<file path="src/rtl/fifo_pkg.sv">
// Constants and the word type shared by the synchronous FIFO and its read-side packer.
package fifo_pkg;
    localparam int FIFO_WIDTH = 16;
    localparam int FIFO_DEPTH = 8;
    typedef logic [FIFO_WIDTH-1:0] word_t;
endpackage

</file>
<file path="src/rtl/pack_out_stage.sv">
// Output register of the packer: holds one beat until the downstream accepts it.
module pack_out_stage #(
    parameter int DW = 32,
    parameter int KW = 2
) (
    input  logic          clk,
    input  logic          rst,
    input  logic          ld,
    input  logic [DW-1:0] ld_data,
    input  logic [KW-1:0] ld_keep,
    input  logic          m_ready,
    output logic [DW-1:0] m_data,
    output logic [KW-1:0] m_keep,
    output logic          m_valid,
    output logic          free
);
    logic [DW-1:0] data_q;
    logic [KW-1:0] keep_q;
    logic          valid_q;

    // ld is only raised while free, so a held beat is never overwritten.
    always_ff @(posedge clk) begin
        if (rst) begin
            data_q  <= '0;
            keep_q  <= '0;
            valid_q <= 1'b0;
        end else if (ld) begin
            data_q  <= ld_data;
            keep_q  <= ld_keep;
            valid_q <= 1'b1;
        end else if (m_ready) begin
            valid_q <= 1'b0;
        end
    end

    assign free    = !valid_q || m_ready;
    assign m_data  = data_q;
    assign m_keep  = keep_q;
    assign m_valid = valid_q;
endmodule

</file>
<file path="src/rtl/fifo_rd_packer.sv">
// Drains FIFO words (one-cycle read latency) and packs PACK of them into one
// valid/ready beat; flush emits a partial beat, underflow is latched sticky.
module fifo_rd_packer
    import fifo_pkg::*;
#(
    parameter int IN_WIDTH = FIFO_WIDTH,
    parameter int PACK     = 2
) (
    input  logic                     clk,
    input  logic                     rst,
    input  logic                     fifo_empty,
    input  logic                     fifo_underflow,
    input  logic [IN_WIDTH-1:0]      fifo_data_out,
    output logic                     fifo_rd_en,
    input  logic                     flush,
    output logic [IN_WIDTH*PACK-1:0] m_data,
    output logic [PACK-1:0]          m_keep,
    output logic                     m_valid,
    input  logic                     m_ready,
    output logic                     underflow_err
);
    localparam int CW = $clog2(PACK + 1);

    word_t [PACK-1:0] acc_q, acc_d;
    logic [CW-1:0]    cnt_q, cnt_d;
    logic             pending_q;
    logic             flush_req_q, flush_req_d;
    logic             err_q;
    logic             out_free, xfer, flush_ready, flush_done;
    logic [PACK-1:0]  xfer_keep;

    // A read is issued only if the word it returns is guaranteed a lane.
    assign fifo_rd_en = !rst && !fifo_empty && !flush_req_q &&
                        ((int'(cnt_q) + int'(pending_q)) < PACK);

    assign flush_ready = flush_req_q && !pending_q;
    assign xfer        = out_free && ((cnt_q == CW'(PACK)) || (flush_ready && cnt_q != '0));
    assign flush_done  = flush_ready && ((cnt_q == '0) || xfer);
    assign flush_req_d = flush_req_q ? !flush_done : flush;

    // A full accumulator implies no read in flight, so xfer and capture never coincide.
    always_comb begin
        acc_d = acc_q;
        cnt_d = cnt_q;
        if (xfer) begin
            acc_d = '0;
            cnt_d = '0;
        end else if (pending_q) begin
            for (int i = 0; i < PACK; i++) begin
                if (cnt_q == CW'(i)) acc_d[i] = fifo_data_out;
            end
            cnt_d = cnt_q + CW'(1);
        end
    end

    always_comb begin
        xfer_keep = '0;
        for (int i = 0; i < PACK; i++) xfer_keep[i] = (CW'(i) < cnt_q);
    end

    always_ff @(posedge clk) begin
        if (rst) begin
            acc_q       <= '0;
            cnt_q       <= '0;
            pending_q   <= 1'b0;
            flush_req_q <= 1'b0;
            err_q       <= 1'b0;
        end else begin
            acc_q       <= acc_d;
            cnt_q       <= cnt_d;
            pending_q   <= fifo_rd_en;
            flush_req_q <= flush_req_d;
            err_q       <= err_q | fifo_underflow;
        end
    end

    assign underflow_err = err_q;

    pack_out_stage #(
        .DW (IN_WIDTH * PACK),
        .KW (PACK)
    ) u_out (
        .clk     (clk),
        .rst     (rst),
        .ld      (xfer),
        .ld_data (acc_q),
        .ld_keep (xfer_keep),
        .m_ready (m_ready),
        .m_data  (m_data),
        .m_keep  (m_keep),
        .m_valid (m_valid),
        .free    (out_free)
    );
endmodule

</file>
<file path="config.mk">
export PLATFORM = sky130hd
export DESIGN_NAME = fifo_rd_packer
export DESIGN_NICKNAME = d
export VERILOG_FILES = /design/src/rtl/fifo_pkg.sv /design/src/rtl/pack_out_stage.sv /design/src/rtl/fifo_rd_packer.sv
export SDC_FILE = /design/constraint.sdc
export NUM_CORES = 1
export LEC_CHECK = 0
export BUFFER_PORTS_ARGS = -buffer_cell sky130_fd_sc_hd__buf_2
export CORE_MARGIN = 1
export CORE_UTILIZATION = 55
export CTS_CLUSTER_SIZE = 40
export DETAILED_ROUTE_END_ITERATION = 12
export PLACE_DENSITY = 0.79
export SYNTH_ARGS = -nofsm -noshare
export SYNTH_HDL_FRONTEND = slang
export SYNTH_SLANG_ARGS = --single-unit
</file>
<file path="constraint.sdc">
create_clock -name clk -period 1.8 [get_ports clk]
set_clock_uncertainty 0.1 [all_clocks]
set_input_delay 0.36 -clock clk [delete_from_list [all_inputs] [get_ports clk]]
set_output_delay 0.36 -clock clk [all_outputs]
set_load 0.01 [all_outputs]
</file>
== Word-level counts from Yosys, hierarchy flattened ==
Index checks and enable logic that the tools add are counted.

* Input bits: 22
* Logic and storage cells: 42
* Flip-flop bits (word level): 72

* Eq/ne operators: 2
* Reductions and logical operators: 22
* Bitwise logic cells: 1
* Multiplexer cells: 3
* Magnitude comparators: 3
* Add/subtract/negate cells: 2

{| class="wikitable"
|+ Operators with widths
! kind !! number
|-
| 1-bit logical AND || 7
|-
| 1-bit logical NOT || 6
|-
| 1-bit by 2-bit < comparator with 1-bit output, first input constant || 2
|-
| 2-bit AND reduction || 2
|-
| 2-bit nonzero test || 2
|-
| 2-bit by 1-bit adder with 3-bit output || 1
|-
| 1-bit logical OR || 3
|-
| 3-bit by 2-bit < comparator with 1-bit output, second input constant || 1
|-
| 1-bit 2-to-1 mux || 3
|-
| 2-bit by 1-bit adder with 2-bit output, second input constant || 1
|-
| 2-bit by 1-bit equality test with 1-bit output, second input constant || 1
|-
| 2-bit equality test, second input constant || 1
|-
| 2-bit logical NOT || 1
|-
| 2-bit OR reduction || 1
|-
| 1-bit bitwise OR || 1
|}

== Logic depth before layout (Yosys ltp) ==
* Word-level depth: 9
* Mapped depth: 7

== Modules after synthesis ==
From an unflattened synthesis, not the netlist that was laid out.

* Cells, all modules: 285
* Area, all modules: 2,792.7 µm²

{| class="wikitable"
|+ By module, submodules not included
! module !! instances !! cells each !! area an instance (µm²)
|-
| fifo_rd_packer || 1 || 171 || 1,520.2
|-
| pack_out_stage || 1 || 114 || 1,272.5
|}

== Least setup slack after synthesis ==
OpenSTA, ideal clock, no wires.

* Path kind: input to output
* Start point: in rst
* End point: out fifo_rd_en
* Buffers on the path: 2
* Path slack: 0.059 ns
* Arrival time: 1.281 ns
* Stages: 4
* Required time: 1.340 ns
* Cells stage by stage: buf_2 clkbuf_1 or4_1 a21oi_1

* Cells in the longest elaborated chain, start to end: 4

{| class="wikitable"
|+ RTL lines
! element !! line !! source
|-
| from (decl) || fifo_rd_packer.sv:10 || <nowiki>input logic rst,</nowiki>
|-
| 1-bit logical NOT || fifo_rd_packer.sv:33 || <nowiki>assign fifo_rd_en = !rst && !fifo_empty && !flush_req_q &&</nowiki>
|-
| 1-bit logical AND (3 in series) || fifo_rd_packer.sv:33 ||
|-
| to (decl) || fifo_rd_packer.sv:14 || <nowiki>output logic fifo_rd_en,</nowiki>
|}

Every way passes these cells.

== Final worst setup path ==
* Start point: reg flush_req_q
* End point: out fifo_rd_en

* Cells in the longest elaborated chain, start to end: 3

{| class="wikitable"
|+ RTL lines
! element !! line !! source
|-
| from (decl) || fifo_rd_packer.sv:27 || <nowiki>logic flush_req_q, flush_req_d;</nowiki>
|-
| from (signal assigned) || fifo_rd_packer.sv:72 || <nowiki>flush_req_q <= flush_req_d;</nowiki>
|-
| 1-bit logical NOT || fifo_rd_packer.sv:33 ||
|-
| 1-bit logical AND (2 in series) || fifo_rd_packer.sv:33 ||
|}

Every way passes these cells.

==> results.yml <==
clock_tree:
  root_buffer: "clkbuf_8"
  cts_made_buffers: 9
  h-tree-depth: 3
  hold_buffers: 0
  clk_latency_ns: 0.34
  ctsLongestPathBuffers: 2
  cts.reportedPaths.clkPinSlew_ns: 0.07
  clock_sinks: 72
  cts_tree: "done"
floorplanning:
  fp.dieArea_um2: 5890
  die_w_um: 76.7
  core-area_um2: 5240
  die_y_um: 76.7
  pin_count: 59
  initial_core_util_pct: 58.6
  rows: 26
critical_path:
  worstSetupPathType: "reg -> out"
  critPathMaxStageDelay_ns: 0.51
  crit_path_end_kind: "primary output"
  startpoint_type: "register"
  path_max_fanout: 2
  arrival_ns: 1.43
  ff2ff_setup_slack_ns: 0.13
  worst_ep_required_time_ns: 1.34
  crit_chain: "or4_4 -> a21oi_2 -> buf_2"
  slowest_stage: "or4_4"
min_path:
  hold_class: "in -> reg"
logic_synthesis:
  ys.flop_type: "dfxtp_1"
  synth_most_common_cell: "dfxtp_1"
  synth_area_per_cell_um2: 10.7
  ys_seq_area_share_pct: 46.9
  async_flop_share_pct: 0
  synthDominantCellAreaShare_pct: 46.9
  synthesis.area_um2: 3070
  yosysWarnings: 0
  yosys-top-cells-count: "72 x dfxtp_1, 69 x nand2b_1, 66 x mux2i_1"
  syn_nets: 310
  synth_area_leaders: "dfxtp_1 47%, mux2i_1 22%, nand2b_1 14%"
  synth_cell_types: 25
  yosys.area.top_type: "dfxtp_1"
  syn_inst: 286
  synth_edf_count: 0
  synth-seq-cells: 72
placed_design:
  post-place-cells: 399
  globalplace.congestion: 0.734
  port_buffers: 58
  dpl_worst_slack_ns: 0.154
  dp_hpwl_um: 3570
pwr:
  pwr_density_cell_nw_per_um2: 900
  leakage_uw: 0.00162
  finalPower_uw: 3270
  vdd_ir_drop_max_mv: 0.721
timing:
  fmax_ghz: 0.529
  slew_viol_final: 0
  worst_pin_slew_ns: 0.379
  hold_violations: 0
  period_minus_slack_ns: 1.89
  setup_viol: 1
  min_period_over_period_pct: 105
  setup_slack_ns: -0.0910
  slew_headroom_pct: 74.7
  rsz0062_at_grt: "true"
layout:
  final_util_pct: 69.4
  fillers: 409
  nNetsFinal: 366
  area_delta_synth_final_pct: 18.4
  drive_above_1_share_pct: 29.4
  n_antenna_cell: 0
  stdcell_count: 417
grt:
  grt_pass1_wl_um: 9890
  grt-ovfl-total: 0
  grt_max_degree: 107
  grt_pass1_vias: 2077
  grt_util_all_layers_pct: 21.6
  antenna_found_initial: 0
routing:
  post_drt_wl_per_cell_um: 13.8
  drtPass1Iterations: 4
  ant_nets: 0
  via_count: 2122
  drc: 0
  drtIter0Drc: 85
  drt_wl_total_um: 5740
  routed_via_density: 5.09
run_status:
  failed_checks: "negative setup slack"
  status: "complete, but fails checks"
job:
  cap_viol_max_count: 0
==> cell type report <==
class	count	area (um2)	share of cell area (%)
Timing Repair Buffer	68	415	11.4
Clock buffer	11	151	4.16
Sequential cell	72	1440	39.7
Tap cell	70	87.6	2.41
Clock inverter	5	55.1	1.51
Inverter	3	11.3	0.310
Multi-Input combinational cell	188	1470	40.5
==> power by group <==
group          switching, uW  total, uW  leakage [uW]  internal [uW]
logic                    162        315      0.000934            153
clock network            592       1300      0.000101            710
registers               24.6       1660      0.000583           1630
total                    779       3270       0.00162           2500
==> kinds of logic after synthesis <==
| family | after synthesis | synth area share, % |
|---|---|---|
| buffers and inverters | 26 | 5.62 |
| AO/OA/AOI/OAI | 6 | 1.67 |
| multiplexers | 67 | 21.9 |
| adder cells (fa/ha/maj) | 2 | 0.815 |
| flip-flops | 72 | 46.9 |
| AND/OR/NAND/NOR | 112 | 22.8 |
| XOR/XNOR | 1 | 0.285 |
==> through the flow <==
step           area [um2]  hold WS, ns  setup TNS, ns
4_1_cts              3640        0.155        -0.0906
3_3_place_gp         3410        0.341              0
2_1_floorplan        3070        0.352              0
6_report             3640        0.162        -0.0910
5_1_grt              3640        0.148         -0.139
3_5_place_dp         3410        0.361              0
==> sequential cells by signal (all words and copies together), names as in the netlist <==
signal,cells
flush_req_q,1
underflow_err,1
acc_q,32
pending_q,1
cnt_q,2
u_out.m_keep,2
u_out.m_valid,1
u_out.m_data,32
==> worst max-delay path, delay by kind of cell (launching register included) <==
kind                   cells  cell delay, ns
AOI/OAI and AO/OA          1            0.11
buffers and inverters      1            0.14
DFF                        1            0.32
and+or+nand+nor            1            0.51
==> cell usage in the layout, fill, tap and decap left out, types with 3 or more instances in the layout <==
cell type / count
buf_12: 4
buf_2: 58
buf_4: 6
clkbuf_8: 11
dfxtp_1: 70
inv_1: 3
mux2i_1: 66
nand2b_1: 69
nor2_1: 3
nor3_1: 24
nor3_2: 10
==> path summary, 6_finish.rpt <==
check,startpoint,to,cells after the start
worst min-delay path,fifo_underflow,underflow_err$_SDFF_PP0_,3
worst max register to register,cnt_q[0]$_SDFFE_PP0P_,u_out.m_data[2]$_SDFFE_PP0P_,4
worst max-delay path,flush_req_q$_SDFF_PP0_,fifo_rd_en,3
worst min register to register,u_out.m_data[16]$_SDFFE_PP0P_,u_out.m_data[16]$_SDFFE_PP0P_,2
==> per-layer routing <==
layer	part of all wire (%)	routed length (um)	track usage [%]
met5	0	0	0
met2	50	2880	37.8
met4	1.4	82	6.92
met1	44	2520	24.3
met3	4.5	261	7.86
==> timing repair <==
item | in CTS | in global routing
endpoints found under the setup margin | 1 | 1
buffers inserted | 2 | 0
pin swaps | 1 | 0
resized for setup | 4 | 0
No activity file was read; power rests on OpenSTA's default activity.
